$ cat src/rtl/mem_arb_pkg.sv
// Shared types and constants for the unified IM&RAM arbiter.
// Store opcodes are forwarded untouched; the memory applies the byte/half lanes.
package mem_arb_pkg;

  typedef enum logic [1:0] {
    IDLE   = 2'd0,
    ACCESS = 2'd1,
    RESP   = 2'd2
  } state_t;

  localparam logic [5:0] SB = 6'b101000;
  localparam logic [5:0] SH = 6'b101001;

  localparam int DEF_ADDR_W = 32;
  localparam int DEF_DATA_W = 32;
  localparam int DEF_DEPTH  = 10000;

endpackage

$ cat src/rtl/mem_arb_pick.sv
// Winner selection: data has priority until it has used up its run budget
// while fetch was waiting, then fetch gets one turn.
module mem_arb_pick #(
  parameter int MAX_DATA_RUN = 4,
  parameter int RUN_W        = $clog2(MAX_DATA_RUN + 1)
) (
  input  logic             if_req,
  input  logic             d_req,
  input  logic [RUN_W-1:0] data_run,
  output logic             grant_if,
  output logic             grant_d
);

  logic starve;

  assign starve   = if_req && (data_run == RUN_W'(MAX_DATA_RUN));
  assign grant_d  = d_req && !starve;
  assign grant_if = if_req && !grant_d;

endmodule

$ cat src/rtl/mem_arbiter.sv
// Fetch/data arbiter and 3-cycle sequencer (IDLE -> ACCESS -> RESP) in front
// of the single-port unified memory, with address-0 and range protection.
module mem_arbiter
  import mem_arb_pkg::*;
#(
  parameter int ADDR_W       = DEF_ADDR_W,
  parameter int DATA_W       = DEF_DATA_W,
  parameter int DEPTH        = DEF_DEPTH,
  parameter int MAX_DATA_RUN = 4
) (
  input  logic              clk,
  input  logic              rst_n,
  input  logic              if_req,
  input  logic [ADDR_W-1:0] if_addr,
  output logic              if_ack,
  output logic [DATA_W-1:0] if_rdata,
  input  logic              d_req,
  input  logic              d_we,
  input  logic [ADDR_W-1:0] d_addr,
  input  logic [DATA_W-1:0] d_wdata,
  input  logic [31:0]       d_order,
  output logic              d_ack,
  output logic [DATA_W-1:0] d_rdata,
  output logic              d_err,
  output logic              mem_rena,
  output logic              mem_wena,
  output logic [ADDR_W-1:0] mem_addr,
  output logic [DATA_W-1:0] mem_wdata,
  output logic [31:0]       mem_order,
  input  logic [DATA_W-1:0] mem_rdata
);

  localparam int RUN_W = $clog2(MAX_DATA_RUN + 1);

  state_t           state;
  logic [RUN_W-1:0] data_run;
  logic             lat_d;
  logic             lat_we;
  logic             lat_oor;

  logic              grant_if;
  logic              grant_d;
  logic [ADDR_W-1:0] win_addr;
  logic              win_we;
  logic              win_ok;

  mem_arb_pick #(
    .MAX_DATA_RUN (MAX_DATA_RUN),
    .RUN_W        (RUN_W)
  ) u_pick (
    .if_req   (if_req),
    .d_req    (d_req),
    .data_run (data_run),
    .grant_if (grant_if),
    .grant_d  (grant_d)
  );

  assign win_addr = grant_d ? d_addr : if_addr;
  assign win_we   = grant_d && d_we;
  assign win_ok   = win_addr < ADDR_W'(DEPTH);

  // NOTE: every register here, outputs included, is updated with <= so all
  // of them see the pre-edge values of each other within one clock.
  always_ff @(posedge clk) begin
    if (!rst_n) begin
      // NOTE: reset is sampled on the clock edge; it drops any in-flight
      // transaction without an ack.
      state     <= IDLE;
      data_run  <= '0;
      lat_d     <= 1'b0;
      lat_we    <= 1'b0;
      lat_oor   <= 1'b0;
      if_ack    <= 1'b0;
      if_rdata  <= '0;
      d_ack     <= 1'b0;
      d_rdata   <= '0;
      d_err     <= 1'b0;
      mem_rena  <= 1'b0;
      mem_wena  <= 1'b0;
      mem_addr  <= '0;
      mem_wdata <= '0;
      mem_order <= '0;
    end else begin
      case (state)
        IDLE: begin
          if (grant_if || grant_d) begin
            lat_d     <= grant_d;
            lat_we    <= win_we;
            lat_oor   <= !win_ok;
            mem_addr  <= win_addr;
            mem_wdata <= grant_d ? d_wdata : '0;
            mem_order <= grant_d ? d_order : '0;
            mem_rena  <= win_ok && !win_we;
            mem_wena  <= win_ok && win_we && (win_addr != '0);
            // Run only grows while fetch is actually being held off.
            if (grant_d && if_req)
              data_run <= (data_run == RUN_W'(MAX_DATA_RUN)) ? data_run
                                                             : data_run + RUN_W'(1);
            else
              data_run <= '0;
            state <= ACCESS;
          end
        end
        ACCESS: begin
          mem_rena <= 1'b0;
          mem_wena <= 1'b0;
          if (lat_d) begin
            d_ack <= 1'b1;
            d_err <= lat_oor;
            if (!lat_we)
              d_rdata <= lat_oor ? '0 : mem_rdata;
          end else begin
            if_ack   <= 1'b1;
            if_rdata <= lat_oor ? '0 : mem_rdata;
          end
          state <= RESP;
        end
        RESP: begin
          if_ack <= 1'b0;
          d_ack  <= 1'b0;
          d_err  <= 1'b0;
          state  <= IDLE;
        end
        default: state <= IDLE;
      endcase
    end
  end

endmodule
$ cat config.mk
export PLATFORM = sky130hd
export DESIGN_NAME = mem_arbiter
export DESIGN_NICKNAME = d
export VERILOG_FILES = /design/src/rtl/mem_arb_pkg.sv /design/src/rtl/mem_arb_pick.sv /design/src/rtl/mem_arbiter.sv
export SDC_FILE = /design/constraint.sdc
export NUM_CORES = 1
export LEC_CHECK = 0
export CAP_MARGIN = 20
export CORE_MARGIN = 2
export CORE_UTILIZATION = 45
export DETAILED_ROUTE_END_ITERATION = 16
export PLACE_DENSITY = 0.86
export SYNTH_ARGS = -nofsm -noshare
export SYNTH_HDL_FRONTEND = slang
export SYNTH_SLANG_ARGS = --single-unit
$ cat constraint.sdc
create_clock -name clk -period 4.3 [get_ports clk]
set_input_delay 0.43 -clock clk [delete_from_list [all_inputs] [get_ports clk]]
set_output_delay 0.43 -clock clk [all_outputs]
set_load 0.01 [all_outputs]
==> summary by stage <==
GRT
The pin count of the biggest net entering global routing is 92. The global-route wire length before repair is roughly 36000 microns. The combined global-route utilization of all metal layers is 26.0%.

The met2 usage is around 46%. The met1 demand-to-capacity share in global routing is 29.2%. The global routing usage on met3 is under 10%. The initial antenna violation count is 0.

The number of global-route vias before repair is 7022. The most utilized layer in the global route result is met2. Global routing finished with a remaining overflow of 0.

Drt
The pre-antenna-repair detailed-routing pass consisted of 5 iterations. The total via count after detailed routing is between 7000 and 8000. The via density per instance is ~5.2. The detailed router's first-iteration violation count is 524. The routed length per instance is between 15 and 20 microns. In the routed design, unresolved DRC markers number 0. In this run the remaining antenna-violating nets after routing total 0. For this block, the routed nets add up to 22800 microns of wire.

Synthesis
The mapped netlist covers around 7300 sq um. The number of cells produced by synthesis is between 800 and 900. After synthesis, flip-flops and latches occupy a little under half of the total area. After synthesis the netlist holds a flip-flop and latch count of 173.

The share of Yosys cell area claimed by the top area cell type is roughly 48%. The net count after synthesis is 1044. nand2_1 is the most common cell in the netlist. The leading register cell type out of synthesis is dfxtp_1. The share of async-settable or async-resettable flops after synthesis is 0%. The dominant cell type by area after synthesis is dfxtp_1. The Yosys step of the flow raised 0 warnings.

In the synthesized netlist, the cells that appear most often are nand2_1 (267), dfxtp_1 (173), nand3_1 (97), a21boi_0 (69), a21boi_1 (61). In this run, synthesis inferred 0 flip-flops with an integrated enable. The average cell area after synthesis is 8.29 sq um. After synthesis, the netlist uses 37 different library cells. Sorting the synthesized cells by area gives the leading types as dfxtp_1 (48%), nand2_1 (14%), a21boi_0 (7.1%), nand3_1 (6.7%), a21boi_1 (6.3%).

Clocking
After clock tree synthesis, the clock-pin slew on the worst setup and hold paths is 0.07 ns. The clock latency on the worst-skew pair is approximately 0.43 ns. TritonCTS built the clock tree. The CTS sink count is 173. In this run the number of H-tree levels came out at 4. The maximum count of clock buffers along a single path is 2.

Post-CTS repair changed the size of 0 cells. Buffers inserted to repair hold after CTS numbered 0. The number of CTS-inserted buffers is 17. CTS placed an instance of clkbuf_16 at the clock tree root. The post-CTS repair timing setup buffer count is 0.

Placement
Routability-driven placement finished with a final weighted congestion of around 0.85. Prior to clock tree synthesis, the placed netlist has a worst setup slack of approximately 1.6 ns. The HPWL after detailed placement is between 15000 and 20000 microns.

The count of buffers added on input and output ports is roughly 330. The cell area after placement is between 10000 and 15000 sq um.

Layout
The area growth from synthesis to layout is 54.0%. The layout net count is approximately 1300. The filler cell count in the final layout is 1232. The total non-filler cell area in the finished layout is between 10000 and 15000 sq um.

The repair_antennas step left the layout with diodes totalling 0. Measured on the finished design, the core utilization comes to 70.8%. The fraction of layout instances using a drive strength above 1 is under 10%.

Timing
After routing, the total negative slack on setup checks comes to 0 ns. After layout, the minimum clock period comes to 2.38 ns. Setup repair after global routing left no endpoint under its margin. Setup violations remaining at the end of the flow were counted as 0. The normalized max-slew margin is 48.1%. Between clock sinks in the finished design, the worst skew comes to 0.00897 ns. For this run, the top clock speed supported by timing is approximately 420 MHz. Of the available clock period, the critical path in the final layout requires between 50% and 60%. The final worst slack is 1.92 ns. The number of hold-slack violations in the final timing report is 0. For the pin with the worst max-slew slack, the measured transition is ~0.78 ns. The final number of max-transition violations came to 0.

Floorplanning
The core outline area is 15800 sq um. Measured along the x axis, the die boundary spans 131 microns. The die height is 131 microns.

The full die area is 17200 sq um. The initial utilization of the core area, before any placement, comes to between 40 and 50%. Pin placement for this block handled 330 I/O pins. The number of placement rows is 46.

Setup path
The critical path in this run is classified as in2reg. The sort of element at the start of the critical path is an input port. Data arrives at the worst endpoint at 2.72 ns. The worst setup path is captured at a flop.

The data required time of the worst path is approximately 4.6 ns. The highest fanout seen on the critical path is 75.

Flow run
The tool flagged a number of max-cap violations equal to 0.

Pwr
In this run the static leakage power is roughly 4.3 nW. The maximum resistive drop on vdd is 261 uV. Power spread over the standard cell area amounts to ~360 nW/um^2.

Min path
The class of the tightest hold or removal check is reg2reg.

Status
The run finished with clean final reports.
[metal layers]
| layer | wire length, microns | vias to the layer above | share of wire, % |
|---|---|---|---|
| met5 | 0 | - | 0 |
| met4 | 558 | 0 | 2.4 |
| met3 | 1820 | 38 | 8.0 |
| met2 | 11400 | 280 | 50 |
| met1 | 9040 | 3365 | 40 |
| li1 | - | 3526 | - |
[power by group]
| group | internal, mW | switching [mW] |
|---|---|---|
| Clock | 0.907 | 0.651 |
| Sequential | 1.70 | 0.0523 |
| Combinational | 0.396 | 0.352 |
| Total | 3.00 | 1.05 |
[stage by stage]
stage | std cells | hold slack [ns] | total power [mW]
final | 1391 | 0.449 | 4.05
after CTS | 1391 | 0.451 | 4.08
after global routing | 1391 | 0.468 | 4.21
after detailed placement | 1359 | 0.441 | 2.53
after floorplan | 877 | 0.458 | 2.12
after global placement | 1359 | 0.436 | 2.52
[sequential cells by signal, summed over array words and instances (netlist names)]
register	count
d_ack	1
d_err	1
d_rdata	32
data_run	3
if_ack	1
if_rdata	32
lat_d	1
lat_oor	1
lat_we	1
mem_addr	32
mem_order	32
mem_rena	1
mem_wdata	32
mem_wena	1
state	2
[worst paths after layout]
check	start	end	slack, ns	depth (start not counted)
hold / removal	mem_wdata[16]	mem_wdata[16]	0.45	2
setup reg to reg	data_run[0]	mem_order[16]	1.96	7
hold reg to reg	mem_wdata[16]	mem_wdata[16]	0.45	2
setup / recovery	if_req	mem_order[16]	1.92	6
[final cells by class]
cell class,instances,area (sq um),share of cell area [%]
multi-input combinational,626,3460,30.9
timing repair buffer,340,3390,30.2
clock inverter,12,136,1.22
clock buffer,20,467,4.17
sequential,173,3460,30.9
tap,216,270,2.41
inverter,4,15.0,0.134
[critical path, stage by stage]
cell	delay, ns
clkdlybuf4s50_1	0.57
nand3_1	0.19
and2_4	0.68
buf_4	0.44
nand3_1	0.16
a21boi_0	0.22
[cells by family (layout without fill, tap and decap cells)]
family                     count (synthesis)  count (layout)  synth area share [%]
AOI/OAI and AO/OA                        184             184                  19.7
buffers and inverters                     78             376                  5.13
adders and majority gates                  2               2                 0.344
DFF                                      173             173                  47.6
and+or+nand+nor                          440             440                  27.2
[layout by cell type, fill, tap and decap left out, types with 4 or more instances in the layout]
cell and n:
nand3_1 97, nand4_1 8, o211a_1 33, nand2_1 267, a21boi_0 69, clkbuf_16 17
o21ai_0 8, buf_4 11, and2_1 7, clkdlybuf4s50_1 328, a21boi_1 61, nor2b_1 34
inv_1 4, dfxtp_1 173, nor4_1 12
Note: power is estimated with default switching activity, not from simulation.
